File: config.mk
export PLATFORM = sky130hd
export DESIGN_NAME = shift_unit
export DESIGN_NICKNAME = d
export VERILOG_FILES = /design/src/rtl/shift_unit.sv
export SDC_FILE = /design/constraint.sdc
export NUM_CORES = 1
export LEC_CHECK = 0
export BUFFER_PORTS_ARGS = -buffer_cell sky130_fd_sc_hd__buf_2
export CAP_MARGIN = 40
export CORE_MARGIN = 2
export CORE_UTILIZATION = 33
export DETAILED_ROUTE_END_ITERATION = 12
export HOLD_SLACK_MARGIN = 0.1
export PLACE_DENSITY = 0.59
export SYNTH_ARGS = -nofsm -noshare
export SYNTH_HDL_FRONTEND = slang
export SYNTH_SLANG_ARGS = --single-unit
File: constraint.sdc
create_clock -name clk -period 2.7 [get_ports clk]
set_input_delay 0.54 -clock clk [delete_from_list [all_inputs] [get_ports clk]]
set_output_delay 0.54 -clock clk [all_outputs]
set_load 0.01 [all_outputs]
File: src/rtl/shift_unit.sv
// Iterative one-bit-per-cycle shifter for the EX stage.
// Handles SLL/SRL/SRA behind valid/ready handshakes and reports busy to hazard logic.
module shift_unit #(
  parameter int DATA_W = 32,
  parameter int AMT_W  = 5
) (
  input  logic              clk,
  input  logic              rst_n,
  input  logic              flush,
  input  logic              in_valid,
  output logic              in_ready,
  input  logic [1:0]        op,
  input  logic [DATA_W-1:0] data_a,
  input  logic [31:0]       shamt_ext,
  output logic              out_valid,
  input  logic              out_ready,
  output logic [DATA_W-1:0] result,
  output logic              busy
);

  typedef enum logic [1:0] {
    IDLE  = 2'b00,
    SHIFT = 2'b01,
    DONE  = 2'b10
  } state_t;

  state_t              r_state;
  logic [DATA_W-1:0]   r_work;
  logic [AMT_W-1:0]    r_cnt;
  logic [1:0]          r_op;

  logic [DATA_W-1:0]   w_shifted;
  logic [AMT_W-1:0]    w_amt;
  logic                w_unused_amt;

  assign w_amt        = shamt_ext[AMT_W-1:0];
  assign w_unused_amt = ^shamt_ext[31:AMT_W];

  // One-bit step of the working value; reserved op 10 falls back to SLL
  always_comb begin
    w_shifted = {r_work[DATA_W-2:0], 1'b0};
    unique case (1'b1)
      (r_op == 2'b01): w_shifted = {1'b0, r_work[DATA_W-1:1]};
      (r_op == 2'b11): w_shifted = {r_work[DATA_W-1], r_work[DATA_W-1:1]};
      default:         w_shifted = {r_work[DATA_W-2:0], 1'b0};
    endcase
  end

  // Control FSM and datapath; flush overrides every other request
  always_ff @(posedge clk or negedge rst_n) begin
    if (!rst_n) begin
      r_state <= IDLE;
      r_work  <= '0;
      r_cnt   <= '0;
      r_op    <= 2'b00;
    end else if (flush) begin
      r_state <= IDLE;
    end else begin
      case (r_state)
        IDLE: begin
          if (in_valid) begin
            r_work  <= data_a;
            r_op    <= op;
            r_cnt   <= w_amt;
            r_state <= (w_amt == '0) ? DONE : SHIFT;
          end
        end
        SHIFT: begin
          r_work <= w_shifted;
          r_cnt  <= r_cnt - AMT_W'(1);
          if (r_cnt == AMT_W'(1)) begin
            r_state <= DONE;
          end
        end
        DONE: begin
          if (out_ready) begin
            r_state <= IDLE;
          end
        end
        default: r_state <= IDLE;
      endcase
    end
  end

  assign in_ready  = (r_state == IDLE);
  assign out_valid = (r_state == DONE);
  assign busy      = (r_state == SHIFT) || (r_state == DONE);
  assign result    = r_work;

endmodule

==> reports/summary.txt <==
Post-route DRC - 0
Power Total - 3582 µW
crit-path cells - inv_1 > ha_1 > mux2i_1 > nor2_4 > buf_16 > mux2_1
worst-margin pin slew - 0.7596 ns
total nets after synthesis - 320
Max Clk Rate - 0.4852 GHz
clock root cell - clkbuf_8
Seq/Total Area, Yosys - 41.62%
Final Hold Fails - 0
outcome - complete, no violations
Post-Synth XOR/XNOR Area - 0%
syn avg cell area - 10.10 µm²
Initial Utilization - 33.98%
Main synth FF type - dfrtp_1
power density over cell area - 1156 nW/µm²
drt pass-1 iters - 4
worst min path class - in -> async
R2R depth - 6
relative slew slack - 49.36%
synthesized area - 2465 µm²
vias in the first global route - 1,984
IO Port Bufs - 78
reg2reg start - r_state[1]$_DFFE_PN0P_
Simple-Gate Fraction of Synth Area - 10.66%
minimum clock period - 2.061 ns
Die Y - 90.43 µm
vias - 2,022
commonest non-fill, non-tap cells in the layout - buf_2 (78), dfrtp_1 (40), mux2i_1 (33)
commonest non-fill, non-tap cell in the layout - buf_2
Post-Route WL - 5.803 mm
DR iter-0 viols - 104
Post-synth EDFFs - 0
synthesized flop and latch total - 41
crit path max fanout - 17
Worst path slowest cell - nor2_4
Total GRT Usage - 14.41%
Synth Area in Adders - 2.538%
largest delay contributor family on the critical path - multiplexers
GRT overflow - 0
die area - 8177 µm²
critical path data arrival time - 2.24 ns
Die X - 90.43 µm
first-pass GRT wire length - 9.639 mm
Vias per Instance - 4.849
GP Congestion - 0.7154
critical path capture point type - flip-flop
CTS sink cnt - 41
Final Net Count - 393
main combinational cell family by area after synthesis - multiplexers
warnings from Yosys - 0
Reg clk slew, reported paths - 0.08 ns
post_cts resized - 0
clock latency at the later pin of the worst-skew pair - 0.29 ns
largest net degree at the start of global routing - 79
Cell Rows - 31
Setup crit start kind - flip-flop
Crit path depth - 6
FFs w/ async S/R, synth - 100.0%
Pleak - 0.001467 µW
Fillers - 750
ant diodes - 0
delay of the slowest cell on the worst path - 0.45 ns
initial antenna violation count - 0
RSZ-0062 raised after global routing - false
post-synth cell types - 36
MaxCap Viol Count - 0
Syn Inst Count - 244
Buf/Inv on CP - 2
Final ANT Viol Nets - 0
Area growth syn-to-layout - 25.69%
detailed placer's ending HPWL - 4.228 mm
CTS tree - yes
Max IR drop VDD - 0.0003704 V
deepest clock path buffer count - 2
I/O pins - 106
Slew Viols, Final - 0
compound-gate portion of the synthesized area - 12.03%
setup repair bufs after CTS - 0
final setup vio count - 0
DR WL/cell - 13.92 µm
crit share post-route - 76.34%
share of cells above drive strength 1 - 30.82%
WS Path Type - reg -> reg
register-to-register setup slack - 0.64 ns
Req. time, crit path - 2.88 ns
RR Endpoint - result[25]$_DFFE_PN0P_
mux contribution to synthesized area - 28.48%
CTS Hold Bufs - 0
total CTS buffers - 5
Core ar. - 7253 µm²
setup TNS - 0 ns
Worst Skew - 0.008340 ns
H-tree depth - 2
## synthesized netlist by cell type, types with 2 or more instances
cell      count  area share (%)
dfrtp_1      41              42
mux2i_1      33              13
nor2_1       32             4.9
mux2_1       31              14
a21oi_1      30             6.1
inv_1         9             1.4
buf_2         8             1.6
clkbuf_1      8             1.2
ha_1          5             2.5
nand2b_1      4             1.0
nor2b_1       4             1.0
o21ai_0       4            0.81
buf_1         3            0.46
nand2_1       3            0.46
o31ai_1       3            0.91
a211o_1       2            0.71
a221oi_1      2            0.71
mux2_2        2            0.91
nor4_1        2            0.51
o21ai_1       2            0.41
## worst max path at each step
stage	from	to	slack, ns
5_1_grt	r_state[1]$_DFFE_PN0P_	result[31]$_DFFE_PN0P_	0.53
6_report	r_state[1]$_DFFE_PN0P_	result[25]$_DFFE_PN0P_	0.64
3_5_place_dp	r_state[0]$_DFFE_PN0P_	result[9]$_DFFE_PN0P_	0.63
4_1_cts	r_state[1]$_DFFE_PN0P_	result[25]$_DFFE_PN0P_	0.62
2_1_floorplan	shamt_ext[0]	r_state[1]$_DFFE_PN0P_	0.91
3_3_place_gp	r_state[0]$_DFFE_PN0P_	result[3]$_DFFE_PN0P_	0.51
## area by class of cell
type	count	area (µm²)	area share [%]
multi-input combinational	175	1334	43.05
sequential	41	1027	33.16
inverter	9	33.78	1.090
timing repair buffer	85	462.9	14.94
clock buffer	7	86.33	2.787
clock inverter	1	30.03	0.9693
tap	99	123.9	3.998
## routing by layer
| metal | wire length, µm | track usage (%) | vias to the layer above | share of wire (%) |
|---|---|---|---|---|
| li1 | - | - | 1021 | - |
| met1 | 2798 | 19.40 | 947 | 48 |
| met2 | 2683 | 23.56 | 47 | 46 |
| met3 | 242 | 2.337 | 7 | 4.2 |
| met4 | 79 | 5.000 | 0 | 1.4 |
| met5 | 0 | 0 | - | 0 |
## worst register-to-register path, cell delays in order (launching register included)
cell     delay (ns)
dfrtp_1        0.39
inv_1          0.11
ha_1           0.28
mux2i_1        0.17
nor2_4         0.45
buf_16         0.22
mux2_1         0.34
## report_power, final
group | switching (µW) | internal [µW] | leakage (µW) | total, µW
clock network | 211 | 302 | 0.0000585 | 512
logic | 890 | 877 | 0.000929 | 1770
registers | 371 | 931 | 0.000479 | 1300
total | 1470 | 2110 | 0.00147 | 3580
## flip-flops by register name, summed over array words and instances (netlist names)
signal	count
r_state	2
result	32
r_op	2
r_cnt	5
## cell families (layout without fill, tap and decap cells)
| group | Yosys count | after routing |
|---|---|---|
| muxes | 66 | 66 |
| and+or+nand+nor | 54 | 54 |
| AOI/OAI and AO/OA | 50 | 50 |
| DFF | 41 | 41 |
| buffers and inverters | 28 | 102 |
| adders and majority gates | 5 | 5 |
## through the flow
stage / instances / utilization, % / instance area [µm²] / hold slack (ns) / setup slack, ns
after global placement: 408 / 40.73 / 2954 / 0.5001 / 0.5104
final: 417 / 42.71 / 3098 / 0.1664 / 0.6389
after global routing: 417 / 42.71 / 3098 / 0.1938 / 0.5259
after CTS: 417 / 42.71 / 3098 / 0.1802 / 0.6174
after detailed placement: 409 / 41.11 / 2982 / 0.5012 / 0.6310
after floorplan: 244 / - / 2465 / 0.2444 / 0.9087
Note: power is estimated with default switching activity, not from simulation.
